[src/rtl/instruction_fetch_unit.sv]
// Fetch stage: PC register, ROM addressing and IF/ID register with stall, branch redirect and fetch counter.
// Optional build macro IFETCH_HALT_EN: a fetched zero word halts fetch until reset.
module instruction_fetch_unit #(
    parameter logic [31:0] RESET_PC = 32'h0000_0000,
    parameter logic [31:0] PC_STEP  = 32'h0000_0004,
    parameter logic [31:0] PC_WRAP  = 32'h0000_0100,
    parameter int          CNT_W    = 16
) (
    input  logic             clk,
    input  logic             reset,
    output logic [31:0]      imem_addr,
    input  logic [31:0]      imem_data,
    input  logic             stall,
    input  logic             branch_taken,
    input  logic [31:0]      branch_target,
    output logic [31:0]      instr,
    output logic [31:0]      instr_pc,
    output logic             instr_valid,
    output logic             misalign_err,
    output logic [CNT_W-1:0] fetch_count,
    output logic             halted
);

    typedef enum logic [1:0] {
        S_BOOT = 2'd0,
        S_RUN  = 2'd1,
        S_HALT = 2'd2
    } state_t;

    state_t           state_r;
    logic [31:0]      pc_r;
    logic [31:0]      instr_r;
    logic [31:0]      instr_pc_r;
    logic             instr_valid_r;
    logic             misalign_err_r;
    logic [CNT_W-1:0] fetch_count_r;

    logic [31:0]      pc_inc_s;
    logic [31:0]      seq_pc_s;
    logic [CNT_W-1:0] count_next_s;
    logic [31:0]      redirect_pc_s;

    // Sequential next PC with wrap, saturating counter increment and word-aligned redirect target
    always_comb begin
        pc_inc_s      = pc_r + PC_STEP;
        seq_pc_s      = pc_inc_s;
        count_next_s  = fetch_count_r;
        redirect_pc_s = {branch_target[31:2], 2'b00};
        if (pc_inc_s == PC_WRAP) begin
            seq_pc_s = RESET_PC;
        end else begin
            seq_pc_s = pc_inc_s;
        end
        if (&fetch_count_r) begin
            count_next_s = fetch_count_r;
        end else begin
            count_next_s = fetch_count_r + CNT_W'(1);
        end
    end

`ifdef IFETCH_HALT_EN
    logic halted_r;
`endif

    // Fetch FSM and all IF/ID state; branch beats stall, stall beats sequential load
    always_ff @(posedge clk or posedge reset) begin
        if (reset) begin
            state_r        <= S_BOOT;
            pc_r           <= RESET_PC;
            instr_r        <= 32'h0000_0000;
            instr_pc_r     <= 32'h0000_0000;
            instr_valid_r  <= 1'b0;
            misalign_err_r <= 1'b0;
            fetch_count_r  <= '0;
`ifdef IFETCH_HALT_EN
            halted_r       <= 1'b0;
`endif
        end else begin
            misalign_err_r <= 1'b0;
            case (state_r)
                S_BOOT: begin
                    state_r <= S_RUN;
                end
                S_RUN: begin
                    if (branch_taken) begin
                        // Wrong-path word in IF/ID is dropped; instr/instr_pc keep their last value
                        pc_r           <= redirect_pc_s;
                        instr_valid_r  <= 1'b0;
                        misalign_err_r <= |branch_target[1:0];
                    end else if (stall) begin
                        pc_r          <= pc_r;
                        instr_valid_r <= instr_valid_r;
                    end
`ifdef IFETCH_HALT_EN
                    else if (imem_data == 32'h0000_0000) begin
                        state_r       <= S_HALT;
                        instr_valid_r <= 1'b0;
                        halted_r      <= 1'b1;
                    end
`endif
                    else begin
                        instr_r       <= imem_data;
                        instr_pc_r    <= pc_r;
                        instr_valid_r <= 1'b1;
                        fetch_count_r <= count_next_s;
                        pc_r          <= seq_pc_s;
                    end
                end
`ifdef IFETCH_HALT_EN
                S_HALT: begin
                    state_r <= S_HALT;
                end
`endif
                default: begin
                    // Unreachable encoding: restart cleanly from boot without presenting a word
                    state_r       <= S_BOOT;
                    instr_valid_r <= 1'b0;
                end
            endcase
        end
    end

    assign imem_addr    = pc_r;
    assign instr        = instr_r;
    assign instr_pc     = instr_pc_r;
    assign instr_valid  = instr_valid_r;
    assign misalign_err = misalign_err_r;
    assign fetch_count  = fetch_count_r;
`ifdef IFETCH_HALT_EN
    assign halted       = halted_r;
`else
    assign halted       = 1'b0;
`endif

endmodule

[config.mk]
export PLATFORM = sky130hd
export DESIGN_NAME = instruction_fetch_unit
export DESIGN_NICKNAME = d
export VERILOG_FILES = /design/src/rtl/instruction_fetch_unit.sv
export SDC_FILE = /design/constraint.sdc
export NUM_CORES = 1
export LEC_CHECK = 0
export BUFFER_PORTS_ARGS = -buffer_cell sky130_fd_sc_hd__buf_2
export CELL_PAD_IN_SITES_DETAIL_PLACEMENT = 1
export CELL_PAD_IN_SITES_GLOBAL_PLACEMENT = 1
export CORE_MARGIN = 2
export CORE_UTILIZATION = 39
export DETAILED_ROUTE_END_ITERATION = 8
export PLACE_DENSITY = 0.87
export SYNTH_ARGS = -nofsm -noshare
export SYNTH_HDL_FRONTEND = slang
export SYNTH_SLANG_ARGS = --single-unit
[constraint.sdc]
create_clock -name clk -period 5.1 [get_ports clk]
set_input_delay 1.02 -clock clk [delete_from_list [all_inputs] [get_ports clk]]
set_output_delay 1.02 -clock clk [all_outputs]
set_load 0.02 [all_outputs]
## Word-level counts from Yosys, hierarchy flattened

Cells that the tools add are included.

| word-level totals | value |
|---|---|
| flip-flop bits (word level) | 116 |
| output and inout port bits | 115 |
| word-level logic and storage cells | 33 |

| cells by class | value |
|---|---|
| $add $sub $neg | 2 |
| equal/unequal tests | 4 |
| multiplexer cells | 9 |
| bitwise operators | 4 |
| reductions and logical operators | 7 |

Operators by type and width:

| operator | count |
|---|---|
| $mux W32 | 3 |
| $add A32 B3 Y32 const B | 1 |
| $eq A32 B9 Y1 const B | 1 |
| $add A16 B1 Y16 const B | 1 |
| $reduce_and A16 Y1 | 1 |
| $mux W1 | 4 |
| $not A1 Y1 | 4 |
| $pmux W2 S2 | 1 |
| $reduce_and A2 Y1 | 2 |
| $reduce_and A4 Y1 | 1 |
| $ne A3 B3 Y1 const B | 1 |
| $reduce_and A3 Y1 | 1 |
| $eq A2 B1 Y1 const B | 1 |
| $logic_not A2 Y1 | 1 |
| $ne A2 B1 Y1 const B | 1 |
| $pmux W1 S2 | 1 |
| $reduce_or A2 Y1 | 1 |

## Depth between registers and ports, before layout

| logic depth | value |
|---|---|
| depth after elaboration | 5 |
| mapped depth | 9 |
| gate-level depth less buffers | 8 |

## Worst setup path before layout

Ideal clock, no wire load.

| path | value |
|---|---|
| path type | reg2reg |
| from | reg pc_r[2] (netlist: imem_addr[2]) |
| to | reg pc_r[2] (netlist: imem_addr[2]) |
| data arrival time | 2.805 ns |
| path slack | 2.164 ns |
| cell stages (with the launch flop) | 9 |
| clock period less this slack | 2.936 ns |
| cell sequence | dfrtp_1 -> ha_1 -> nand3_1 -> nor4_1 -> nand2_1 -> xnor2_1 -> o41ai_1 -> nor2_1 -> or3_1 |

| between the ends | value |
|---|---|
| word-level cells in the longest chain between the ends | 5 |

Ends and longest elaborated chain:

| element | RTL line | source |
|---|---|---|
| start, declared | 31 | `logic [31:0] pc_r;` |
| start signal, assigned | 87 | `pc_r <= redirect_pc_s;` |
| start signal, assigned | 91 | `pc_r <= pc_r;` |
| start signal, assigned | 106 | `pc_r <= seq_pc_s;` |
| $add A32 B3 Y32 (*) | 45 | `pc_inc_s = pc_r + PC_STEP;` |
| $eq A32 B9 Y1 | 49 | `if (pc_inc_s == PC_WRAP) begin` |
| $mux W32 (*) | 49 |  |
| $mux W32 (*) | 90 | `end else if (stall) begin` |
| $mux W32 (*) | 85 | `if (branch_taken) begin` |

Every way passes the cells marked *; elsewhere a longest branch is shown, timed or not. The select of a mux whose other input is x is not followed.
A chain may end at the register's enable or synchronous reset.

## Final worst setup path

Same ends and word-level chain as after synthesis.

==> qor.csv <==
stage,metric,value,unit
grt,gr-total-overflow,0,
layout,final_common_cell,buf_2,
layout,fin_nets,772,
synthesis,synth_warnings,0,
place,place_inst,875,
synthesis,syn_area,5700,um2
timing,setup_violations,0,
timing,period_minus_slack,3.15,ns
floorplan,fp.dieW,125,um
floorplan,die_area,15600,um2
clock_network,cts.sinks,111,
synthesis,synthFlopType,dfrtp_1,
pwr,powerDensity,399,nW/um2
hold_path,hold_path.class,reg -> reg,
drt,routed_wl,16400,um
pwr,ir_drop,217,uV
drt,via_per_inst,5.53,
synthesis,synth-edff-count,0,
layout,n_antenna_cell,0,
floorplan,rows,44,
grt,grt_use_met1,0.275,
grt,grt_max_degree,74,
clock_network,clockRootBuffer,clkbuf_16,
layout,final_cell_mix,"buf_2 (177), dfrtp_1 (111), mux2_2 (63)",
clock_network,path_clk_slew,0.07,ns
synthesis,yosysSeqAreaShare,0.487,
synthesis,synth.avg_cell_area,10.5,um2
pwr,power,2760,uW
drt,antenna_left,0,
grt,grt_pass1_wl,27300,um
grt,grt_pass1_vias,5263,
critical_path,crit_path_end_kind,flop,
floorplan,start_util,0.395,
drt,routedWlPerCell,18.5,um
pwr,p_leak,0.00311,uW
timing,rsz0062_at_grt,false,
synthesis,async_flop_share,1.00,
layout,layout.cells.non_filler,890,
critical_path,crit_required,5.34,ns
grt,grt.busiest_layer,met2,
floorplan,fp.coreArea,14400,um2
timing,report.final.slew_viol_count,0,
place,place_ws,1.93,ns
clock_network,cts_tree,yes,
timing,fin_crit_sh,0.618,
timing,max_slew_margin,0.396,
synthesis,yosysTopAreaCellShare,0.487,
critical_path,slowest_delay,0.57,ns
synthesis,ys_top_cells_by_area,"dfrtp_1 (49%), mux2_2 (12%), o21ai_0 (3.6%), a21oi_1 (2.9%), nor2_1 (2.8%)",
clock_network,cts_made_buffers,9,
clock_network,cts_hold_buf,0,
drt,dr.pass1.iters,4,
drt,remaining_drc_errors,0,
drt,drtIter0Drc,151,
timing,tightest_slew,0.906,ns
clock_network,htreeDepth,3,
critical_path,startpoint_type,flop,
grt,gr-usage-met2,0.362,
clock_network,cts_resized,0,
timing,timing.final.ws_setup,1.95,ns
grt,antenna_found_initial,0,
layout,final_area,6930,um2
synthesis,yosysTopAreaCell,dfrtp_1,
layout,drive_gt1_frac,0.401,
synthesis,netlist-cell-type-count,70,
clock_network,post-cts-setup-buffers,0,
grt,grt_usage,0.215,
floorplan,pin_count,183,
timing,fin_skew,0.0100,ns
status,outcome,completed,
synthesis,synth_seq_cells,111,
timing,finalSetupTns,0,ns
critical_path,crit_chain,ha_1 > nand3_1 > nor4_1 > buf_4 > nand2_1 > xnor2_1 > o41ai_1 > nor2_1 > or3_1,
place,dpl.hpwl,11700,um
clock_network,cts_buffer_depth,2,
grt,gr-usage-met3,0.0507,
layout,syn2layout_area_growth,21.5,%
timing,clock.fmax,0.317,GHz
critical_path,crit_fanout,10,
place,portBuffers,177,
critical_path,crit_type,reg -> reg,
clock_network,insertion_delay,0.36,ns
floorplan,chipHeight,125,um
critical_path,cpMaxStageDelayCell,o41ai_1,
flow_run,max-cap-violations,0,
place,place_area,6630,um2
drt,vias,4926,
synthesis,syn-instance-count,545,
place,routabilityCongestion,0.842,
critical_path,arrival,3.39,ns
critical_path,critPathBufInv,1,
timing,hold_violations,0,
critical_path,cp_top_family,simple AND/OR/NAND/NOR gates,
==> power by group <==
| group | internal [uW] | switching, uW |
|---|---|---|
| sequential | 1050 | 200 |
| clock | 392 | 329 |
| combinational | 313 | 479 |
| total | 1750 | 1010 |
==> worst paths after layout <==
kind                                   start             end  slack, ns  depth (start not counted)
worst min register to register     instr[15]       instr[15]       0.50                          1
worst max-delay path            imem_addr[2]    imem_addr[2]       1.95                          9
min in group asynchronous              reset   imem_addr[27]       0.87                          2
max in group asynchronous              reset  fetch_count[3]       3.22                          3
worst min-delay path               instr[15]       instr[15]       0.50                          1
worst max register to register  imem_addr[2]    imem_addr[2]       1.95                          9
==> cell usage after synthesis (3+ instances only) <==
master / n
or3_1: 6
a32oi_1: 3
o21ai_0: 41
clkbuf_8: 4
nand2_1: 32
buf_4: 6
a22oi_1: 5
nor4_1: 7
mux2i_1: 4
nor2_1: 43
a21oi_1: 33
xor2_1: 5
a2bb2oi_1: 3
xnor2_1: 14
o22a_1: 3
or3_2: 3
and4_1: 4
clkbuf_1: 22
nand4_1: 17
dfrtp_1: 111
nand3_1: 18
inv_1: 11
mux2_2: 63
clkbuf_2: 4
and3_1: 7
nor3_1: 19
a31oi_1: 6
==> layout make-up <==
class                      instances  area, um2
fill                            1671       7490
timing repair buffer             184        938
sequential                       111       2780
inverter                          11       43.8
clock inverter                     5       58.8
multi-input combinational        385       2640
clock buffer                      10        239
tap                              184        230
==> cells by family after synthesis <==
kind of cell	synth area share
and+or+nand+nor	0.165
AOI/OAI and AO/OA	0.128
DFF	0.487
muxes	0.131
buffers and inverters	0.0540
xor gates and xnor gates	0.0292
adders and majority gates	0.00439
other	0.00132
==> per-layer routing <==
layer	part of all wire	routed length, um
met4	0.016	267
met1	0.43	7030
met5	0	0
met2	0.50	8130
met3	0.061	1000
==> flip-flops by register name, indices dropped and copies added, names as in the netlist <==
name          flops
imem_addr        30
fetch_count      16
instr            32
instr_pc         30
misalign_err      1
instr_valid       1
state_r           1
==> stage by stage <==
step,hold slack (ns),util
after floorplan,0.512,-
after global placement,0.481,0.460
after detailed placement,0.490,0.460
after CTS,0.506,0.480
after global routing,0.524,0.480
final,0.501,0.480
Note: power is estimated with default switching activity, not from simulation.
